`src/rtl/bcd_seg_scanner.sv`:
```
// bcd_seg_scanner: drives a 3-digit common-anode seven-segment display from a
// 12-bit BCD word. Digits are time-multiplexed at REFRESH_DIV cycles each.
// A shadow register collects loads, and a new value reaches the display
// register only at the frame wrap, so no frame ever mixes old and new digits.
// Leading-zero blanking is optional and follows blank_en live.
module bcd_seg_scanner #(
    parameter int REFRESH_DIV = 50000
) (
    input  logic        clk,
    input  logic        rst_n,
    input  logic [11:0] bcd_in,
    input  logic        load,
    input  logic        blank_en,
    output logic [6:0]  seg_n,
    output logic [2:0]  an_n,
    output logic        frame_done
);

    localparam int PW = $clog2(REFRESH_DIV);
    localparam logic [PW-1:0] PRESC_LAST = PW'(REFRESH_DIV - 1);

    logic [PW-1:0] prescaler_r;
    logic [1:0]    idx_r;
    logic [11:0]   shadow_r;
    logic [11:0]   disp_r;
    logic          pending_r;

    logic          tick_s;
    logic          wrap_s;
    logic [3:0]    nib_s;
    logic          blank_s;
    logic [6:0]    seg_next_s;

    // Active-high segment pattern {g,f,e,d,c,b,a}; non-BCD codes show a dash.
    function automatic logic [6:0] seg_decode(input logic [3:0] d);
        logic [6:0] p;
        case (d)
            4'd0:    p = 7'h3F;
            4'd1:    p = 7'h06;
            4'd2:    p = 7'h5B;
            4'd3:    p = 7'h4F;
            4'd4:    p = 7'h66;
            4'd5:    p = 7'h6D;
            4'd6:    p = 7'h7D;
            4'd7:    p = 7'h07;
            4'd8:    p = 7'h7F;
            4'd9:    p = 7'h6F;
            default: p = 7'h40;
        endcase
        return p;
    endfunction

    assign tick_s = (prescaler_r == PRESC_LAST);
    assign wrap_s = tick_s && (idx_r == 2'd2);

    // Select the nibble of the lit digit and decide whether it is blanked.
    always_comb begin
        nib_s   = disp_r[3:0];
        blank_s = 1'b0;
        case (idx_r)
            2'd1: begin
                nib_s   = disp_r[7:4];
                blank_s = (disp_r[11:8] == 4'd0) && (disp_r[7:4] == 4'd0);
            end
            2'd2: begin
                nib_s   = disp_r[11:8];
                blank_s = (disp_r[11:8] == 4'd0);
            end
            default: begin
                nib_s   = disp_r[3:0];
                blank_s = 1'b0;
            end
        endcase
        if (blank_en && blank_s) begin
            seg_next_s = 7'h7F;
        end else begin
            seg_next_s = ~seg_decode(nib_s);
        end
    end

    // Prescaler, digit scan, shadow/display transfer and registered outputs.
    always_ff @(posedge clk) begin
        if (!rst_n) begin
            prescaler_r <= '0;
            idx_r       <= 2'd0;
            shadow_r    <= 12'h000;
            disp_r      <= 12'h000;
            pending_r   <= 1'b0;
            seg_n       <= 7'h7F;
            an_n        <= 3'b111;
            frame_done  <= 1'b0;
        end else begin
            if (tick_s) begin
                prescaler_r <= '0;
                idx_r       <= (idx_r == 2'd2) ? 2'd0 : (idx_r + 2'd1);
            end else begin
                prescaler_r <= prescaler_r + PW'(1);
            end

            // Transfer reads the pre-edge shadow, so a coincident load lands next frame.
            if (wrap_s && pending_r) begin
                disp_r <= shadow_r;
            end

            if (load) begin
                shadow_r  <= bcd_in;
                pending_r <= 1'b1;
            end else if (wrap_s) begin
                pending_r <= 1'b0;
            end

            frame_done <= wrap_s;
            seg_n      <= seg_next_s;
            an_n       <= ~(3'b001 << idx_r);
        end
    end

endmodule
```
`config.mk`:
```
export PLATFORM = sky130hd
export DESIGN_NAME = bcd_seg_scanner
export DESIGN_NICKNAME = d
export VERILOG_FILES = /design/src/rtl/bcd_seg_scanner.sv
export SDC_FILE = /design/constraint.sdc
export NUM_CORES = 1
export LEC_CHECK = 0
export BUFFER_PORTS_ARGS = -buffer_cell sky130_fd_sc_hd__buf_4
export CORE_MARGIN = 2
export CORE_UTILIZATION = 35
export DETAILED_ROUTE_END_ITERATION = 10
export GPL_TIMING_DRIVEN = 0
export SLEW_MARGIN = 20
export SYNTH_ARGS = -nofsm -noshare
export SYNTH_HDL_FRONTEND = slang
export SYNTH_SLANG_ARGS = --single-unit
```
`constraint.sdc`:
```
create_clock -name clk -period 4.2 [get_ports clk]
set_input_delay 0.63 -clock clk [delete_from_list [all_inputs] [get_ports clk]]
set_output_delay 0.63 -clock clk [all_outputs]
set_load 0.1 [all_outputs]
```
==> results.txt, run 1 <==
----------------------------------------------------
[Clocking]
  CTS sink cnt ... 54
  Post-CTS repair timing setup buffer count ... 0
  Number of buffers added by the clock tree synthesis step ... 5
  Post-CTS Resized ... 0
  H-tree level count ... 2
  CTS hold repair buffers ... 0
  Clock tree from TritonCTS ... built
  Register clock-pin slew on the reported worst setup and hold paths ... 0.11 ns
  CTS root buf ... clkbuf_8
  Worst-skew pair later-pin latency ... between 0.3 and 0.4 ns
  Maximum root-to-sink buffer count ... 2

[Logic synthesis]
  Netlist area before placement ... 2400 sq um
  Part of the Yosys area used for sequential elements ... 45.0%
  Cell count after synthesis ... 252
  Post-Syn Nets ... between 200 and 300
  Flops & latches, synth ... 54
  Share of synthesized area spent on multiplexers ... under 10%
  Fraction of the mapped netlist area in adder cells ... 5.74%
  Synth Area in Compound Gates ... 14.2%
  Mapped Avg Cell Area ... 9.52 sq um
  Yosys cell types ... 38
  Post-synthesis share of cell area spent on xor and xnor gates ... 4.38%
  Basic-gate share of the synthesized area counting and, or, nand and nor cells ... 19.8%
  Count of synthesis-stage warnings from yosys ... 0
  Combinational family with the most area after synthesis ... simple AND/OR/NAND/NOR gates

[Worst setup path]
  Cell family contributing the most delay on the critical path ... compound AO/OA/AOI/OAI gates
  Critical path buffer and inverter count ... 2
  Cell occurring most often along the worst timing path ... ha_1
  CP required ... 4.41 ns
  WS Path Type ... register to register
  Maximum fanout along the worst path ... 9
  Crit path launch type ... register
  Element type at the critical path end ... register
  Delay of the slowest cell on the worst path ... 0.39 ns
  Crit path DAT ... 2.54 ns
  Crit path max-delay cell type ... dfxtp_1
  CP Cell Sequence ... inv_1 > ha_1 > buf_2 > a22o_1 > mux2i_1 > ha_1 > o21ba_2 > o21ai_0 > o211ai_1 > a21bo_2

[Die]
  Placeable core region ... 6720 sq um
  Horizontal die dimension ... 86.8 microns
  Boundary Pins ... 27
  Cell row count ... 30
  Vertical die dimension ... 86.8 microns
  Initial cell density of the core ... 35.7%
  Die Footprint ... 7540 sq um

[STA]
  Setup_tns ... 0 ns
  Fmax ... between 400 and 500 MHz
  Setup-violating endpoint count in the final report ... 0
  Post-layout worst setup margin ... 1.87 ns
  RSZ-0062 raised after global routing ... no
  Headroom to the max-slew limit ... 68.6%
  Minimum period implied by the final worst setup slack ... 2.33 ns
  Max-slew violations ... 0
  Final hold violations ... 0
  Worst clock skew ... 0.0143 ns
  Final cycle utilization of the critical path ... roughly 56%
  Worst Tran Pin Value ... around 0.46 ns

[Detailed routing]
  Count of antenna-violating nets left after detailed routing ... 0
  Vias ... 1774
  Vias per inst ... slightly below 5
  Total length of routed wires ... 4.53 mm
  Average wire per cell in the routed design ... 12.4 microns
  Remaining DRCs ... 0
  DR iter-0 viols ... 85
  Pre-antenna DRT Iters ... 4

[Pwr]
  Power consumption ... 974 uW
  Pleak ... approximately 1.1 nW
  Internal power ... around 740 uW
  PwrDens ... 347 nW/um^2
  Sw power ... 237 uW
  Worst vdd rail ir drop ... approximately 0.14 mV
  Switching Fraction ... 24.4%
  Share of total power in combinational logic ... a little under 8%
  Relative contribution of the clock network to total power ... a little under two fifths
  Register share of total power ... 54.7%

[Job]
  Max-cap violations ... 0

[Layout]
  Commonest non-fill, non-tap cell in the layout ... dfxtp_1
  Layout cells sized above 1 ... 16.8%
  Number of nets in the finished design ... 311
  Final Instance Count excl. Fillers ... between 300 and 400
  Layout overhead on the synthesized area ... 16.8%
  Most frequent cells in the layout ... dfxtp_1 (54), buf_4 (26), nand3_1 (20)
  Number of antenna repair diodes ... 0

[Placement]
  HPWL after detailed placement ... 3.36 mm
  Cell total after placement ... ~360
  Place WS ... about 1.9 ns
  Final GP Congestion ... 0.780
  Port Buffers ... 25

[Global routing]
  Via count of the first global-routing pass ... ~1700
  Total global routing overflow ... 0
  Largest net degree at the start of global routing ... 19
  Total routing resource utilization after global routing ... 13.2%
  Wire length of the first global-routing pass ... 7.99 mm
  Antenna violations before repair ... 0

[Outcome]
  Status ... completed

[Min path]
  Class of the worst hold path ... register to register

----------------------------------------------------
==> power groups by stage <==
stage                     Sequential [mW]  Clock (mW)  Combinational (mW)
after detailed placement            0.544           0              0.0757
after floorplan                     0.569           0              0.0270
final                               0.532       0.366              0.0752
after global placement              0.544           0              0.0751
after CTS                           0.533       0.375              0.0758
after global routing                0.535       0.403              0.0814
==> synthesized netlist by cell type, drive strengths merged <==
cell | number | share of area [%]
dfxtp | 54 | 45
nand3 | 20 | 4.2
nor2 | 18 | 2.8
a21boi | 15 | 4.7
mux2i | 15 | 6.3
o21ai | 15 | 3.1
nand2 | 14 | 2.2
nor2b | 12 | 3.1
ha | 11 | 5.7
xor2 | 10 | 3.6
buf | 9 | 2.2
clkbuf | 7 | 1.1
a21oi | 5 | 1.0
inv | 5 | 0.78
nand4 | 5 | 1.3
and4 | 4 | 1.5
o211ai | 4 | 1.3
and3 | 3 | 0.78
a22o | 2 | 0.73
a22oi | 2 | 0.63
and2 | 2 | 0.52
and4bb | 2 | 1.0
nand3b | 2 | 0.63
nor4 | 2 | 0.52
o21a | 2 | 0.63
o31ai | 2 | 0.63
xnor2 | 2 | 0.73
a21bo | 1 | 0.42
a21o | 1 | 0.31
mux2 | 1 | 0.47
nor4b | 1 | 0.63
o21ba | 1 | 0.42
o311ai | 1 | 0.37
or3 | 1 | 0.26
or4 | 1 | 0.31
==> cell families (layout without fill, tap and decap cells) <==
family / after synthesis / in the layout
buffers and inverters: 21 / 54
AOI/OAI and AO/OA: 51 / 51
adders and majority gates: 11 / 11
xor gates and xnor gates: 12 / 12
and+or+nand+nor: 87 / 87
DFF: 54 / 54
muxes: 16 / 16
==> final cells by class <==
class | count | area (sq um)
clock buffers | 5 | 68.8
plain buffers | 16 | 80.1
clock inverters | 3 | 47.5
repair buffers | 25 | 188
inverters | 5 | 18.8
flip-flops and latches | 54 | 1080
multi-input cells | 177 | 1220
well taps | 80 | 100
fillers | 667 | 3920
==> state kept, by name, summed over array words and instances (netlist names) <==
signal / cells
prescaler_r: 16
disp_r: 12
shadow_r: 12
seg_n: 7
an_n: 3
idx_r: 2
frame_done: 1
pending_r: 1
==> tightest hold or removal path, delay by kind of cell (launching register included) <==
family | cells | cell delay [ns]
AOI/OAI and AO/OA | 1 | 0.05
DFF | 1 | 0.33
and+or+nand+nor | 1 | 0.06
==> metrics by stage <==
stage	util (%)	hold WS [ns]	cell area, sq um
detailed placement	40.0	0.453	2690
CTS	41.7	0.482	2800
global placement	40.0	0.450	2690
global route	41.7	0.509	2800
finish	41.7	0.478	2800
floorplan	-	0.426	2400
==> final timing paths <==
check	start	endpoint	slack, ns	cells past startpoint
min reg2reg	shadow_r[2]	disp_r[2]	0.48	2
max	idx_r[0]	seg_n[4]	1.87	10
max reg2reg	idx_r[0]	seg_n[4]	1.87	10
min	shadow_r[2]	disp_r[2]	0.48	2
==> routing by layer <==
| metal | vias to the layer above | track usage [%] | routed length (microns) |
|---|---|---|---|
| met5 | - | 0 | 0 |
| met3 | 2 | 2.86 | 126 |
| met4 | 0 | 3.41 | 14 |
| met1 | 799 | 19.5 | 2440 |
| met2 | 27 | 19.4 | 1950 |
| li1 | 946 | - | - |
No activity file was read; power rests on OpenSTA's default activity.
==> run 2, diff against run 1 <==
==> constraint.sdc (replaced) <==
create_clock -name clk -period 2.2 [get_ports clk]
set_input_delay 0.33 -clock clk [delete_from_list [all_inputs] [get_ports clk]]
set_output_delay 0.33 -clock clk [all_outputs]
set_load 0.1 [all_outputs]
==> run 2 against run 1 <==
  * Core utilization increased by 0.91 points
  * Critical endpoint unchanged
  * Register-to-register slack got worse by 1.8 ns
  * Clock-buffer cell count unchanged
  * Critical path depth unchanged
  * Largest cell class unchanged
  * Final area increased by 2.2%
  * Global-route usage increased by 0.062 points
  * Clock power increased by 91%
==> results.txt, run 2 (synthesis results as in run 1) <==
----------------------------------------------------
[Outcome]
  Status ... completed (unchanged)

[Worst setup path]
  Delay of the slowest cell on the worst path ... 0.37 ns (was 0.39 ns)
  CP Cell Sequence ... inv_1 > ha_1 > buf_2 > a22o_1 > mux2i_4 > ha_1 > o21ba_2 > o21ai_0 > o211ai_1 > a21bo_2 (was inv_1 > ha_1 > buf_2 > a22o_1 > mux2i_1 > ha_1 > o21ba_2 > o21ai_0 > o211ai_1 > a21bo_2)
  WS Path Type ... register to register (unchanged)
  Cell occurring most often along the worst timing path ... ha_1 (unchanged)
  Cell family contributing the most delay on the critical path ... compound AO/OA/AOI/OAI gates (unchanged)
  CP required ... 2.41 ns (was 4.41 ns)
  Reg-to-Reg End ... seg_n[4] (unchanged)
  Cell count along the critical path ... 10 (unchanged)
  Crit path max-delay cell type ... dfxtp_4 (was dfxtp_1)
  Critical path buffer and inverter count ... 2 (unchanged)
  Critical register-to-register path startpoint ... idx_r[0] (unchanged)
  Depth of the most critical reg-to-reg path ... 10 (unchanged)
  Worst setup path startpoint ... idx_r[0] (unchanged)
  Register-to-register setup slack ... 0.12 ns (was 1.87 ns)
  Maximum fanout along the worst path ... 9 (unchanged)
  Element type at the critical path end ... register (unchanged)
  Crit path launch type ... register (unchanged)
  Crit path DAT ... 2.29 ns (was 2.54 ns)

[Die]
  Boundary Pins ... 27 (unchanged)
  Die Footprint ... 7540 sq um (unchanged)
  Initial cell density of the core ... 35.7% (unchanged)
  Cell row count ... 30 (unchanged)
  Vertical die dimension ... 86.8 microns (unchanged)
  Placeable core region ... 6720 sq um (unchanged)
  Horizontal die dimension ... 86.8 microns (unchanged)

[Detailed routing]
  Count of antenna-violating nets left after detailed routing ... 0 (unchanged)
  Vias per inst ... 4.89 (was 4.86)
  Remaining DRCs ... 0 (unchanged)
  Vias ... 1803 (was 1774)
  Pre-antenna DRT Iters ... 4 (unchanged)
  Total length of routed wires ... 4.57 mm (was 4.53 mm)
  Average wire per cell in the routed design ... 12.4 microns (about the same)
  DR iter-0 viols ... 68 (was 85)

[Layout]
  Layout overhead on the synthesized area ... 19.4% (was 16.8%)
  Max reg flops ... 16 (unchanged)
  Number of nets in the finished design ... 315 (was 311)
  Number of antenna repair diodes ... 0 (unchanged)
  Final Instance Count excl. Fillers ... 369 (was 365)
  Filler cell count in the final layout ... 663 (was 667)
  Most frequent cells in the layout ... dfxtp_1 (52), buf_4 (30), nand3_1 (20) (was dfxtp_1 (54), buf_4 (26), nand3_1 (20))
  Layout cells sized above 1 ... 20.1% (was 16.8%)
  Commonest non-fill, non-tap cell in the layout ... dfxtp_1 (unchanged)
  Biggest register ... prescaler_r (unchanged)
  Regs by FF count ... prescaler_r x16, disp_r x12, shadow_r x12 (unchanged)

[Global routing]
  Wire length of the first global-routing pass ... 8.02 mm (was 7.99 mm)
  Global Route met1 Usage ... 19.5% (about the same)
  Total routing resource utilization after global routing ... 13.3% (was 13.2%)
  Total global routing overflow ... 0 (unchanged)
  Via count of the first global-routing pass ... 1716 (was 1710)
  Met3 GRT Util ... 2.86% (unchanged)
  Layer with the highest usage ... met2 (was met1)
  Largest net degree at the start of global routing ... 19 (unchanged)
  Antenna violations before repair ... 0 (unchanged)
  GRT met2 Usage ... 19.6% (was 19.4%)

[Min path]
  Hold Crit Endpoint ... shadow_r[0] (was disp_r[2])
  Class of the worst hold path ... input pin to register (was register to register)
  Number of cells on the worst hold path ... 3 (was 2)
  Startpoint of the most critical hold path ... bcd_in[0] (was shadow_r[2])

[Clocking]
  Clock tree from TritonCTS ... built (unchanged)
  CTS hold repair buffers ... 0 (unchanged)
  H-tree level count ... 2 (unchanged)
  CTS sink cnt ... 54 (unchanged)
  CTS root buf ... clkbuf_8 (unchanged)
  Register clock-pin slew on the reported worst setup and hold paths ... 0.11 ns (about the same)
  Number of buffers added by the clock tree synthesis step ... 5 (unchanged)
  Worst-skew pair later-pin latency ... 0.32 ns (about the same)
  Maximum root-to-sink buffer count ... 2 (unchanged)

[Placement]
  Cell total after placement ... 357 (unchanged)
  Port Buffers ... 25 (unchanged)
  Final GP Congestion ... 0.780 (unchanged)
  HPWL after detailed placement ... 3.36 mm (unchanged)

[STA]
  Minimum period implied by the final worst setup slack ... 2.08 ns (was 2.33 ns)
  Worst Tran Pin Value ... 0.462 ns (was 0.457 ns)
  Max-slew violations ... 0 (unchanged)
  Setup-violating endpoint count in the final report ... 0 (unchanged)
  Headroom to the max-slew limit ... 69.2% (was 68.6%)
  RSZ-0062 raised after global routing ... yes (was no)
  Final cycle utilization of the critical path ... 94.7% (was 55.5%)
  Fmax ... 480 MHz (was 429 MHz)
  Worst clock skew ... 0.0144 ns (was 0.0143 ns)
  Fin Hold WS ... 0.260 ns (was 0.478 ns)
  Final hold violations ... 0 (unchanged)

[Pwr]
  PwrDens ... 648 nW/um^2 (was 347 nW/um^2)
  Worst vdd rail ir drop ... 0.270 mV (was 0.141 mV)
  Pleak ... 1.12 nW (was 1.10 nW)

[Job]
  Max-cap violations ... 0 (unchanged)

----------------------------------------------------
==> run 2: per-layer routing <==
layer / vias up / wire, microns
met3: 2 / 140
met2: 31 / 2000
met4: 0 / 14
met1: 814 / 2420
li1: 956 / -
met5: - / 0
==> run 2: worst min-delay path: stages <==
cell and delay [ns]:
buf_4 0.07, mux2i_1 0.05, nor2b_1 0.09
==> run 2: layout make-up <==
class                   instances  area (sq um)  area share (%)
plain buffers                  16          82.6            2.88
inverters                       5          18.8           0.655
well taps                      80           100            3.49
clock buffers                   5          68.8            2.40
flip-flops and latches         54          1090            37.9
clock inverters                 3          47.5            1.66
multi-input cells             177          1240            43.4
repair buffers                 29           218            7.60
==> run 2: worst max path at each step <==
stage / end
after floorplan: seg_n[4]
after global placement: seg_n[4]
after detailed placement: seg_n[4]
after CTS: seg_n[4]
after global routing: seg_n[4]
final: seg_n[4]
==> run 2: where the power goes <==
part | internal [mW] | total, mW | switching (mW)
sequential | 1.00 | 1.02 | 0.0135
combinational | 0.0550 | 0.144 | 0.0885
clock | 0.348 | 0.698 | 0.350
total | 1.40 | 1.86 | 0.452
==> run 2: what timing repair did <==
item,4_1_cts,5_1_grt
gates resized for setup,3,7
endpoints found under the setup margin,2,6
pin swaps,0,0
buffers inserted,0,4
==> run 2: stage by stage <==
stage | instance area (sq um) | setup TNS (ns) | power, mW | setup WS [ns] | utilization [%]
after floorplan | 2400 | 0 | 1.14 | 0.164 | -
after global placement | 2690 | -0.0626 | 1.18 | -0.0626 | 40.0
after detailed placement | 2690 | -0.0826 | 1.18 | -0.0826 | 40.0
after CTS | 2820 | 0 | 1.88 | 0.0236 | 42.0
after global routing | 2870 | -0.0208 | 1.94 | -0.0208 | 42.6
final | 2870 | 0 | 1.86 | 0.117 | 42.6
